===== src/rtl/grad_descent_engine.sv =====
// Finite-difference gradient descent engine driving one shared external evaluator.
module grad_descent_engine #(
  parameter int unsigned W       = 32,
  parameter int unsigned FRAC    = 8,
  parameter int unsigned H_LOG2  = 1,
  parameter int unsigned LR_LOG2 = 1,
  parameter int unsigned ITER_W  = 8
) (
  input  logic              clk,
  input  logic              rst,
  input  logic              start,
  input  logic [W-1:0]      x_init,
  input  logic [ITER_W-1:0] max_iter,
  input  logic [W-1:0]      eps,
  output logic              eval_req,
  output logic [W-1:0]      eval_x,
  input  logic              eval_ack,
  input  logic [2*W-1:0]    eval_y,
  input  logic              eval_ovf,
  output logic [W-1:0]      x_out,
  output logic [2*W-1:0]    value,
  output logic [2*W-1:0]    gradient,
  output logic [ITER_W-1:0] iter_count,
  output logic              busy,
  output logic              done,
  output logic              converged,
  output logic              overflow
);

  localparam int unsigned W2 = 2 * W;
  localparam logic [W:0]    H_VAL  = (W+1)'(1) << (H_LOG2 + FRAC);
  localparam logic [W-1:0]  MAX_W  = {1'b0, {(W-1){1'b1}}};
  localparam logic [W-1:0]  MIN_W  = {1'b1, {(W-1){1'b0}}};
  localparam logic [W2-1:0] MAX_W2 = {1'b0, {(W2-1){1'b1}}};
  localparam logic [W2-1:0] MIN_W2 = {1'b1, {(W2-1){1'b0}}};

  typedef enum logic [2:0] {IDLE, EVAL_A, EVAL_B, GRAD, UPDATE, DONE} state_t;

  state_t              state_q, state_d;
  logic [W2-1:0]       ya_q, ya_d, yb_q, yb_d;
  logic [W-1:0]        eps_q, eps_d;
  logic [ITER_W-1:0]   max_q, max_d;
  logic                eval_req_d, done_d, busy_d, conv_d, ovf_d;
  logic [W-1:0]        eval_x_d, x_d;
  logic [W2-1:0]       value_d, grad_d;
  logic [ITER_W-1:0]   iter_d;

  // Second evaluation point x - h, saturated to W bits
  logic [W:0]   xmh_full;
  logic         xmh_ovf;
  logic [W-1:0] xmh_sat;
  assign xmh_full = {x_out[W-1], x_out} - H_VAL;
  assign xmh_ovf  = xmh_full[W] ^ xmh_full[W-1];
  assign xmh_sat  = xmh_ovf ? (xmh_full[W] ? MIN_W : MAX_W) : xmh_full[W-1:0];

  // Gradient: saturated (yA - yB) divided by h
  logic [W2:0]   gdiff_full;
  logic          gdiff_ovf;
  logic [W2-1:0] gdiff_sat, grad_new;
  assign gdiff_full = {ya_q[W2-1], ya_q} - {yb_q[W2-1], yb_q};
  assign gdiff_ovf  = gdiff_full[W2] ^ gdiff_full[W2-1];
  assign gdiff_sat  = gdiff_ovf ? (gdiff_full[W2] ? MIN_W2 : MAX_W2) : gdiff_full[W2-1:0];
  assign grad_new   = W2'($signed(gdiff_sat) >>> H_LOG2);

  // Step = gradient * learning rate narrowed to W bits, then x - step
  logic [W2-1:0]  gsh;
  logic [W2-W:0]  gsh_top;
  logic           step_ovf;
  logic [W-1:0]   step, step_abs;
  logic [W:0]     xnew_full;
  logic           xnew_ovf;
  logic [W-1:0]   xnew_sat;
  assign gsh       = W2'($signed(gradient) >>> LR_LOG2);
  assign gsh_top   = gsh[W2-1:W-1];
  assign step_ovf  = ~((&gsh_top) | ~(|gsh_top));
  assign step      = step_ovf ? (gsh[W2-1] ? MIN_W : MAX_W) : gsh[W-1:0];
  assign step_abs  = step[W-1] ? (W'(0) - step) : step;
  assign xnew_full = {x_out[W-1], x_out} - {step[W-1], step};
  assign xnew_ovf  = xnew_full[W] ^ xnew_full[W-1];
  assign xnew_sat  = xnew_ovf ? (xnew_full[W] ? MIN_W : MAX_W) : xnew_full[W-1:0];

  // Next-state and next-register computation
  always_comb begin
    state_d    = state_q;
    ya_d       = ya_q;
    yb_d       = yb_q;
    eps_d      = eps_q;
    max_d      = max_q;
    eval_req_d = 1'b0;
    eval_x_d   = eval_x;
    x_d        = x_out;
    value_d    = value;
    grad_d     = gradient;
    iter_d     = iter_count;
    conv_d     = converged;
    ovf_d      = overflow;
    case (state_q)
      IDLE: begin
        if (start) begin
          x_d        = x_init;
          max_d      = (max_iter == '0) ? ITER_W'(1) : max_iter;
          eps_d      = eps;
          iter_d     = '0;
          conv_d     = 1'b0;
          ovf_d      = 1'b0;
          eval_req_d = 1'b1;
          eval_x_d   = x_init;
          state_d    = EVAL_A;
        end
      end
      EVAL_A: begin
        eval_req_d = 1'b1;
        if (eval_req && eval_ack) begin
          ya_d       = eval_y;
          ovf_d      = overflow | eval_ovf | xmh_ovf;
          eval_req_d = 1'b0;
          eval_x_d   = xmh_sat;
          state_d    = EVAL_B;
        end
      end
      EVAL_B: begin
        eval_req_d = 1'b1;
        if (eval_req && eval_ack) begin
          yb_d       = eval_y;
          ovf_d      = overflow | eval_ovf;
          eval_req_d = 1'b0;
          state_d    = GRAD;
        end
      end
      GRAD: begin
        grad_d  = grad_new;
        value_d = ya_q;
        ovf_d   = overflow | gdiff_ovf;
        state_d = UPDATE;
      end
      UPDATE: begin
        x_d    = xnew_sat;
        iter_d = iter_count + ITER_W'(1);
        ovf_d  = overflow | step_ovf | xnew_ovf;
        if (step_abs <= eps_q) begin
          conv_d  = 1'b1;
          state_d = DONE;
        end else if (ovf_d || (iter_d == max_q)) begin
          state_d = DONE;
        end else begin
          eval_req_d = 1'b1;
          eval_x_d   = xnew_sat;
          state_d    = EVAL_A;
        end
      end
      DONE:    state_d = IDLE;
      default: state_d = IDLE;
    endcase
    done_d = (state_d == DONE);
    busy_d = (state_d != IDLE);
  end

  // State and output registers
  always_ff @(posedge clk) begin
    if (rst) begin
      state_q    <= IDLE;
      ya_q       <= '0;
      yb_q       <= '0;
      eps_q      <= '0;
      max_q      <= '0;
      eval_req   <= 1'b0;
      eval_x     <= '0;
      x_out      <= '0;
      value      <= '0;
      gradient   <= '0;
      iter_count <= '0;
      busy       <= 1'b0;
      done       <= 1'b0;
      converged  <= 1'b0;
      overflow   <= 1'b0;
    end else begin
      state_q    <= state_d;
      ya_q       <= ya_d;
      yb_q       <= yb_d;
      eps_q      <= eps_d;
      max_q      <= max_d;
      eval_req   <= eval_req_d;
      eval_x     <= eval_x_d;
      x_out      <= x_d;
      value      <= value_d;
      gradient   <= grad_d;
      iter_count <= iter_d;
      busy       <= busy_d;
      done       <= done_d;
      converged  <= conv_d;
      overflow   <= ovf_d;
    end
  end

endmodule


===== config.mk =====
export PLATFORM = sky130hd
export DESIGN_NAME = grad_descent_engine
export DESIGN_NICKNAME = d
export VERILOG_FILES = /design/src/rtl/grad_descent_engine.sv
export SDC_FILE = /design/constraint.sdc
export NUM_CORES = 1
export LEC_CHECK = 0
export BUFFER_PORTS_ARGS = -buffer_cell sky130_fd_sc_hd__buf_2
export CORE_MARGIN = 2
export CORE_UTILIZATION = 50
export CTS_CLUSTER_SIZE = 12
export DETAILED_ROUTE_END_ITERATION = 6
export GPL_ROUTABILITY_DRIVEN = 0
export PLACE_DENSITY_LB_ADDON = 0.05
export SKIP_CTS_REPAIR_TIMING = 1
export SYNTH_ARGS = -nofsm -noshare
export SYNTH_HDL_FRONTEND = slang
export SYNTH_SLANG_ARGS = --single-unit

===== constraint.sdc =====
create_clock -name clk -period 8.4 [get_ports clk]
set_input_delay 0.42 -clock clk [delete_from_list [all_inputs] [get_ports clk]]
set_output_delay 0.42 -clock clk [all_outputs]
set_load 0.01 [all_outputs]

# Word-level counts from Yosys, hierarchy flattened
# Cells that the tools add are included.
# W data, S select, Z words.
# op_classes
magnitude_cmp	1
n_mux	35
n_bitwise	11
reduce_logical	18
add_sub_neg	5
n_eq_ne	12
# op_table
op	n
$mux W32	11
$mux W64	2
$pmux W32 S3	1
$sub A64 B64 Y65	1
$pmux W32 S2	1
$sub A32 B11 Y33 const B	1
$sub A32 B32 Y33	1
$le A32 B32 Y1	1
$reduce_and A32 Y1	1
$reduce_or A32 Y1	1
$sub A1 B32 Y32 const A	1
$mux W8	2
$pmux W8 S2	1
$mux W3	5
$pmux W3 S5	1
$ne A2 B2 Y1 const B	6
$add A8 B1 Y8 const B	1
$eq A8 B8 Y1	1
$logic_not A8 Y1	1
$mux W1	8
$reduce_and A2 Y1	4
$eq A3 B2 Y1 const B	2
$eq A3 B3 Y1 const B	2
$or A1 B1 Y1	6
other kinds (16)	20
# totals
regBits	375
input_bits	141
out_inout_bits	205

# Longest topological paths before layout
# Gate-level depths: netlist of run 1.
# logic_depth
ltp_word	12
ltp_mapped	30
mapped_depth_nobuf	27

# Least setup slack after synthesis of run 1
# OpenSTA, ideal clock, no wires.
# synth_timing
path_kind	flip-flop to flip-flop
start	reg gradient[44]
end	reg eval_x[5]
required_time_ns	8.263
setup_time_ns	0.137
path_slack_ns	2.376
path_buffers	4
arrival_time_ns	5.886
period_less_slack_ns	6.024
path_stages_with_launch	29
cell_sequence	dfxtp_1 nand4_1 nor4_1 nand2_1 o21ai_0 nor2_1 clkbuf_1 clkbuf_1 a21oi_1 ha_1 clkbuf_1 o21ai_0 a21o_1 a211oi_1 o2111ai_1 a21oi_1 a211oi_1 ha_1 nand4_1 nor4_1 o21ai_0 a32oi_1 nand2_1 nor4_2 nand3_1 a21oi_4 buf_4 and4_1 nor3_2
# synth_via
elab_chain_cells	10
# synth_lines
element	line	source
from (decl)	22	output logic [2*W-1:0] gradient,
from (signal assigned)	186	gradient <= grad_d;
$reduce_or A32 Y1	75	assign step_ovf = ~((&gsh_top) | ~(|gsh_top));
$not A1 Y1	75	
$or A1 B1 Y1 *	75	
branches (longest 7 deep; another with $sub A1 B32 Y32)	-	
to (signal assigned)	183	eval_x <= eval_x_d;
to (decl)	16	output logic [W-1:0] eval_x,
# Every way passes the cells marked *. The select of a mux whose other input is x is not followed.
# A chain may end at the register's enable or synchronous reset.

# Final worst setup path of run 1
# layout_timing
start	reg gradient[43]
end	reg eval_x[28]
# The elaborated chain is that of the path after synthesis.

==> results_dict.tcl, run 1 <==
set metrics [dict create \
    finalCriticalPeriod_ns 7.77 \
    rows 78 \
    grt_overflow 0 \
    crit_type "flip-flop to flip-flop" \
    crit_fanout 36 \
    fin_area_sq_um 26300 \
    ys_top_cells_by_count "621 x nand2_1, 436 x a21oi_1, 375 x dfxtp_1" \
    critPathLaunchType "flip-flop" \
    finClkSkew_ns 0.0285 \
    placed_area_sq_um 24900 \
    track_usage_pct 30.4 \
    power.leakage_nw 10.9 \
    end_kind "flip-flop" \
    relSlewSlack_pct 17.2 \
    dieHeight_um 218 \
    finish.net_count 3591 \
    first_global_vias 21600 \
    drv_slew 0 \
    ys_warn_count 0 \
    comb_power_share_pct 38.3 \
    wire_per_inst_um 19.0 \
    core_area_sq_um 45400 \
    clock-root-buffer "clkbuf_16" \
    internal_power_mw 3.81 \
    drt_iter0_markers 1960 \
    rsz0062_at_grt "no" \
    drc 0 \
    min_from "eval_y[62]" \
    cts_inserted_buffers 43 \
    drt-total-wl_mm 74.9 \
    max_freq_ghz 0.129 \
    fillers 4339 \
    switching_share_pct 36.9 \
    cp.required_ns 8.87 \
    power_frac_clock_pct 30.1 \
    via_count 23100 \
    timing.rr.start "gradient[43]$_SDFFE_PP0P_" \
    layout-drive-gt1-share_pct 15.0 \
    ant_nets 0 \
    grt_pass1_wl_mm 116 \
    ys.flop_type "dfxtp_1" \
    vias_per_cell 5.86 \
    yosysTopAreaCellShare_pct 32.6 \
    antenna_found_initial 1 \
    min-delay-path-class "input pin to flip-flop" \
    cts-htree-levels 2 \
    start_util_pct 50.7 \
    dp_hpwl_mm 54.8 \
    crit_start "gradient[43]$_SDFFE_PP0P_" \
    die-area_sq_um 47700 \
    async_flop_share_pct 0 \
    seq_area_frac_synth_pct 32.6 \
    synth.largest_area_cell "dfxtp_1" \
    synthTopCellsByArea "dfxtp_1 33%, nand2_1 10%, a21oi_1 9.5%, ha_1 7.1%, nor2_1 4.1%" \
    die_w_um 218 \
    fin_tns_setup_ns 0 \
    tritoncts "done" \
    synth-seq-cells 375 \
    portBuffers 345 \
    finalPower_mw 6.05 \
    ir_worst_vdd_mv 0.169 \
    grt_max_degree 223 \
    firstDrtPassIters 6 \
    clkTransAtPathRegs_ns 0.06 \
    cts_buffer_depth 3 \
    p_sw_mw 2.23 \
    crit_arrival_ns 8.24 \
    insertion_delay_ns 0.59 \
    ios 346 \
    synth-edff-count 0 \
    status "finished clean" \
    mappedNetlistNets 3382 \
    setup_viol 0 \
    syn_to_final_growth_pct 14.3 \
    yosysMostFrequentCell "nand2_1" \
    synth.distinct_cells 86 \
    period_share_pct 92.5 \
    fin_hold_ws_ns 0.0836 \
    cts.sinks 375 \
    syn_avg_cell_area_sq_um 7.40 \
    hold_violations 0 \
    worst_slew_pin_slew_ns 1.24 \
    maxCapViolCount 0 \
    seq_power_share_pct 31.6 \
    synthCells 3109 \
    syn_area_sq_um 23000 \
    powerDensity_nw_per_um2 230 \
]
-- state kept, by name, indices dropped and copies added, names as in the netlist --
| register | cells |
|---|---|
| busy | 1 |
| converged | 1 |
| done | 1 |
| eps_q | 32 |
| eval_req | 1 |
| eval_x | 32 |
| gradient | 63 |
| iter_count | 8 |
| max_q | 8 |
| overflow | 1 |
| state_q | 3 |
| value | 64 |
| x_out | 32 |
| ya_q | 64 |
| yb_q | 64 |
-- layout make-up --
class	count	area, sq um	area share, %
multi-input cells	2392	14200	54.2
flip-flops and latches	375	7510	28.6
repair buffers	367	1930	7.33
clock buffers	61	1260	4.78
well taps	600	751	2.86
inverters	139	522	1.98
clock inverters	10	85.1	0.324
diodes	1	2.50	0.00952
-- power groups by stage --
stage	logic [mW]	clock network (mW)	registers (mW)
finish	2.32	1.82	1.91
global route	2.55	1.92	1.91
CTS	2.29	1.85	1.91
detailed placement	2.28	0	1.95
global placement	2.24	0	1.94
floorplan	1.72	0	1.94
-- final timing paths --
kind	slack, ns	end	cells after the start
max reg2reg	0.63	eval_x[28]$_SDFFE_PP0P_	25
max	0.63	eval_x[28]$_SDFFE_PP0P_	25
min	0.08	yb_q[62]$_SDFFE_PP0P_	3
min reg2reg	0.45	value[3]$_SDFFE_PP0P_	2
-- cell families (layout without fill, tap and decap cells) --
| kind of cell | Yosys count | count (layout) | synth area share, % |
|---|---|---|---|
| flip-flops | 375 | 375 | 32.6 |
| adder cells (fa/ha/maj) | 186 | 186 | 9.60 |
| AO/OA/AOI/OAI | 954 | 955 | 25.8 |
| other | 0 | 1 | 0 |
| buffers and inverters | 343 | 577 | 5.84 |
| multiplexers | 2 | 2 | 0.0870 |
| XOR/XNOR | 127 | 127 | 4.92 |
| AND/OR/NAND/NOR | 1122 | 1122 | 21.1 |
-- metal layers --
layer	vias up	global-route usage [%]	share of wire, %
met5	-	0	0
met4	0	16.7	5.6
met3	203	5.11	6.9
met2	918	48.6	45
met1	10700	38.9	43
li1	11300	-	-
-- critical path, cell delays in order, from the launching register on --
cell	delay (ns)
dfxtp_1	0.38
nand4_1	0.12
nor4_1	0.65
nand2_1	0.37
o21ai_4	0.15
nor2_2	0.21
a21oi_1	0.41
ha_1	0.43
o21ai_0	0.26
a21o_1	0.25
a211oi_1	0.69
o2111ai_1	0.24
a21oi_1	0.20
a211oi_1	0.08
ha_1	0.32
nand4_1	0.14
nor4_1	0.37
o21ai_0	0.16
a32oi_1	0.29
nand2_1	0.15
nor4_2	0.28
nand3_1	0.31
a21oi_4	0.56
buf_12	0.29
nor2_1	0.08
a311oi_2	0.24
-- placed cells by master, fill, tap and decap left out, types with 10 or more instances in the layout --
cell type / n
a211oi_1: 94
a21o_1: 44
a21oi_1: 435
a221oi_1: 10
a22oi_1: 26
a311oi_2: 19
a31oi_1: 16
and3_1: 14
buf_2: 344
buf_4: 20
clkbuf_16: 45
dfxtp_1: 375
ha_1: 130
inv_1: 139
maj3_1: 54
nand2_1: 618
nand2b_1: 11
nand3_1: 29
nand4_1: 39
nor2_1: 251
nor2b_1: 16
nor3_1: 51
nor4_1: 19
o21a_1: 16
o21ai_0: 172
o21bai_1: 24
o31ai_1: 11
xnor2_1: 73
xor2_1: 53
-- through the flow --
step / util (%) / setup slack (ns) / std cells
after floorplan: - / 2.38 / 3109
after detailed placement: 55.0 / 0.852 / 3872
after CTS: 57.9 / 0.813 / 3943
after global routing: 57.9 / 0.0651 / 3945
after global placement: 55.0 / 1.07 / 3872
final: 57.9 / 0.631 / 3945
Power figures use the tool's default switching activity.
==> inputs of run 2 (changes only) <==
Settings changed: CORE_ASPECT_RATIO set to 1.2, REMOVE_ABC_BUFFERS set to 1.
==> run 2 against run 1 <==
Against the previous run:
- the flow now finishes with violations (DRC)
- sequential share of layout area rose by 0.086 points
- worst hold slack improved by 0.014 ns
- utilization fell by 0.48 points
- count of clock-buffer cells in the layout fell by 2
- routed wire length fell by 4.2%
- first-iteration DRC count fell by 20%
- sequential power barely moved
- sequential cell count did not move
- clock power fell by 4%
- combinational power barely moved
- highest routed layer unchanged
==> results_dict.tcl, run 2 (synthesized netlist as in run 1, its figures left out) <==
set metrics [dict create \
    grt_max_degree 139 \
    place_ws_ns 1.57 \
    firstDrtPassIters 7 \
    core_area_sq_um 45600 \
    wire_per_inst_um 18.1 \
    die_w_um 200 \
    start_util_pct 50.4 \
    fin_area_sq_um 26200 \
    crit_type "flip-flop to flip-flop" \
    cp_slowest_cell "buf_4" \
    setup_viol 0 \
    drv_slew 0 \
    cts_buffer_depth 3 \
    slowest_delay_ns 0.60 \
    cts-htree-levels 2 \
    placed_area_sq_um 25000 \
    layout-drive-gt1-share_pct 15.0 \
    rows 86 \
    layout_common_cells "619 x nand2_1, 435 x a21oi_1, 375 x dfxtp_1, 344 x buf_2, 251 x nor2_1" \
    finish.net_count 3593 \
    die-area_sq_um 47700 \
    max_freq_ghz 0.144 \
    drt_iter0_markers 1575 \
    drt-total-wl_mm 71.7 \
    maxCapViolCount 0 \
    powerDensity_nw_per_um2 227 \
    syn_to_final_growth_pct 14.0 \
    min-delay-path-class "input pin to flip-flop" \
    clock-root-buffer "clkbuf_16" \
    cts_inserted_buffers 41 \
    cp.required_ns 8.80 \
    worst_slew_pin_slew_ns 1.07 \
    grt_overflow 0 \
    clkTransAtPathRegs_ns 0.06 \
    antenna_found_initial 0 \
    cts.sinks 375 \
    violations "DRC" \
    top_regs "value x64, ya_q x64, yb_q x64" \
    ios 346 \
    dieHeight_um 239 \
    relSlewSlack_pct 28.6 \
    utilization_pct 57.5 \
    layout_setup_ws_ns 1.44 \
    ant_nets 0 \
    period_share_pct 82.8 \
    crit_fanout 63 \
    power.leakage_nw 10.9 \
    finalCriticalPeriod_ns 6.96 \
    tritoncts "done" \
    portBuffers 345 \
    fin_hold_ws_ns 0.0973 \
    vias_per_cell 5.76 \
    insertion_delay_ns 0.57 \
    rsz0062_at_grt "no" \
    dp_hpwl_mm 52.9 \
    finClkSkew_ns 0.0217 \
    critPathLaunchType "flip-flop" \
    hold_violations 0 \
    end_kind "flip-flop" \
    status "finished with violations" \
    crit_arrival_ns 7.36 \
    ir_worst_vdd_mv 0.150 \
    first_global_vias 21600 \
    via_count 22800 \
    track_usage_pct 29.5 \
    final_common_cell "nand2_1" \
    drc 1 \
    grt_pass1_wl_mm 114 \
]
## run 2: final cells by class
cell class	instances	area, sq um
Fill cell	4429	19400
Sequential cell	375	7510
Multi-Input combinational cell	2391	14200
Clock buffer	59	1170
Clock inverter	7	75.1
Antenna cell	1	2.50
Inverter	139	522
Timing Repair Buffer	372	1940
Tap cell	616	771
## run 2: metrics by stage
stage	cells	total power, mW	TNS, ns
3_3_place_gp	3893	4.18	0
6_report	3960	5.96	0
4_1_cts	3959	5.98	0
3_5_place_dp	3893	4.23	0
5_1_grt	3959	6.29	0
2_1_floorplan	2905	3.59	-96.25
## run 2: worst paths after layout
kind                                  start                      to  slack, ns  cells past startpoint
setup / recovery  gradient[43]$_SDFFE_PP0P_  eval_x[8]$_SDFFE_PP0P_       1.44                     27
hold reg to reg      value[46]$_SDFFE_PP0P_  value[46]$_SDFFE_PP0P_       0.45                      2
setup reg to reg  gradient[43]$_SDFFE_PP0P_  eval_x[8]$_SDFFE_PP0P_       1.44                     27
hold / removal                   eval_y[49]   ya_q[49]$_SDFFE_PP0P_        0.1                      3
## run 2: power by group
group          total [mW]  switching, mW  internal [mW]
combinational        2.32           1.40          0.918
clock                1.74          0.740          0.996
sequential           1.90         0.0633           1.84
## run 2: per-layer routing
metal / share of wire, % / GRT usage [%] / up-vias
li1: - / - / 11300
met1: 42 / 36.7 / 10600
met2: 47 / 49.6 / 769
met3: 6.3 / 4.26 / 187
met4: 5.0 / 14.2 / 0
met5: 0 / 0 / -
## run 2: critical path: cells and delay by family (launching register included)
kind,cells,cell delay (ns)
AO/OA/AOI/OAI,10,1.79
adder cells (fa/ha/maj),2,0.69
buffers and inverters,3,1.30
flip-flops,1,0.37
AND/OR/NAND/NOR,12,2.61
==> inputs of run 3 (changes only) <==
Clock period 8.4 ns to 6.2 ns, I/O delays scaled along.
==> run 3 against run 2 <==
Against the previous run:
- the flow finishes with violations (hold timing)
- sequential cell count unchanged
- clock skew shrank 0.0082 ns
- power is 38% higher
- sequential power up 36%
- critical path depth is 1 lower
- largest power group unchanged
- highest routed layer unchanged
==> results_dict.tcl, run 3 (synthesized netlist as in run 1, its figures left out) <==
set metrics [dict create \
    status "finished with violations" \
    violations "hold timing" \
    crit_fanout 32 \
    dp_hpwl_mm 53.0 \
    internal_power_mw 5.22 \
    period_share_pct 94.3 \
    maxCapViolCount 0 \
    crit_type "flip-flop to flip-flop" \
    power.leakage_nw 11.2 \
    p_sw_mw 3.03 \
    switching_share_pct 36.7 \
    syn_to_final_growth_pct 16.6 \
    seq_power_share_pct 31.2 \
    die-area_sq_um 47700 \
    rsz0062_at_grt "no" \
    powerDensity_nw_per_um2 308 \
    min-delay-path-class "input pin to flip-flop" \
    finClkSkew_ns 0.0136 \
    slowest_delay_ns 0.37 \
    grt_overflow 0 \
    clock-root-buffer "clkbuf_16" \
    fin_area_sq_um 26800 \
    insertion_delay_ns 0.57 \
    rows 86 \
    drv_slew 0 \
    layout-drive-gt1-share_pct 15.4 \
    grt_pass1_wl_mm 114 \
    comb_power_share_pct 39.1 \
    clkTransAtPathRegs_ns 0.06 \
    utilization_pct 58.8 \
    end_kind "flip-flop" \
    track_usage_pct 29.6 \
    hold_violations 5 \
    worst_slew_pin_slew_ns 0.980 \
    ir_worst_vdd_mv 0.188 \
    relSlewSlack_pct 34.4 \
    cts-htree-levels 2 \
    final_common_cell "nand2_1" \
    crit_path_frequent_cell "o21ai_0" \
    finalCriticalPeriod_ns 5.85 \
    top_regs "value x64, ya_q x64, yb_q x64" \
    antenna_found_initial 1 \
    via_count 23100 \
    fillers 4417 \
    dieHeight_um 239 \
    wire_per_inst_um 18.2 \
    die_w_um 200 \
    portBuffers 345 \
    fin_hold_ws_ns -0.00586 \
    vias_per_cell 5.76 \
    cp_slowest_cell "nor4_2" \
    critPathLaunchType "flip-flop" \
    ios 346 \
    setup_viol 0 \
    drt_iter0_markers 1577 \
    drt-total-wl_mm 73.0 \
    cts.sinks 375 \
    grt_max_degree 165 \
    cp.required_ns 6.67 \
    start_util_pct 50.4 \
    drc 0 \
    first_global_vias 21500 \
    core_area_sq_um 45600 \
    power_frac_clock_pct 29.7 \
    firstDrtPassIters 5 \
    ant_nets 0 \
    cts_buffer_depth 3 \
    cts_inserted_buffers 41 \
    crit_arrival_ns 6.32 \
    finish.net_count 3640 \
    placed_area_sq_um 25100 \
    tritoncts "done" \
    layout_common_cells "618 x nand2_1, 435 x a21oi_1, 375 x dfxtp_1, 344 x buf_2, 251 x nor2_1" \
    max_freq_ghz 0.171 \
]
run 3: cell type report:
| class | instances | area, sq um | area share [%] |
|---|---|---|---|
| antenna | 1 | 2.50 | 0.00933 |
| clock buffer | 54 | 1160 | 4.34 |
| clock inverter | 12 | 145 | 0.541 |
| inverter | 139 | 522 | 1.95 |
| multi-input combinational | 2391 | 14300 | 53.2 |
| sequential | 375 | 7510 | 28.0 |
| tap | 616 | 771 | 2.87 |
| timing repair buffer | 419 | 2440 | 9.11 |
run 3: final timing paths:
check | from | endpoint | slack, ns | cells past startpoint
min reg2reg | value[61]$_SDFFE_PP0P_ | value[61]$_SDFFE_PP0P_ | 0.45 | 2
max | gradient[45]$_SDFFE_PP0P_ | eval_x[28]$_SDFFE_PP0P_ | 0.35 | 26
min | eval_y[53] | ya_q[53]$_SDFFE_PP0P_ | -0.006 | 3
max reg2reg | gradient[45]$_SDFFE_PP0P_ | eval_x[28]$_SDFFE_PP0P_ | 0.35 | 26
run 3: per-layer routing:
| metal | track usage [%] | part of all wire, % |
|---|---|---|
| met1 | 37.4 | 42 |
| met2 | 50.3 | 47 |
| met3 | 3.89 | 6.2 |
| met4 | 12.7 | 4.3 |
| met5 | 0 | 0 |
run 3: per-stage QoR:
stage                     instances  setup TNS, ns  hold WS [ns]  power (mW)  setup slack (ns)
final                          4007              0      -0.00586        8.25             0.351
after global routing           4007              0      0.000227        8.70            0.0145
after CTS                      3967              0       -0.0471        8.22             0.106
after detailed placement       3901              0         0.444        5.76             0.145
after global placement         3901              0         0.439        5.70             0.412
after floorplan                2905        -309.24         0.378        4.86             -4.57
run 3: power groups by stage:
stage | Sequential, mW | Clock (mW) | Combinational [mW]
floorplan | 2.63 | 0 | 2.23
global placement | 2.63 | 0 | 3.08
detailed placement | 2.63 | 0 | 3.13
CTS | 2.57 | 2.50 | 3.15
global route | 2.59 | 2.58 | 3.53
finish | 2.58 | 2.45 | 3.23
run 3: worst max-delay path, delay by kind of cell, from the launching register on:
kind	cells	cell delay, ns
simple gates	11	2.02
flops	1	0.33
buf+inv	2	0.32
compound gates	11	2.65
fa+ha+maj	2	0.37
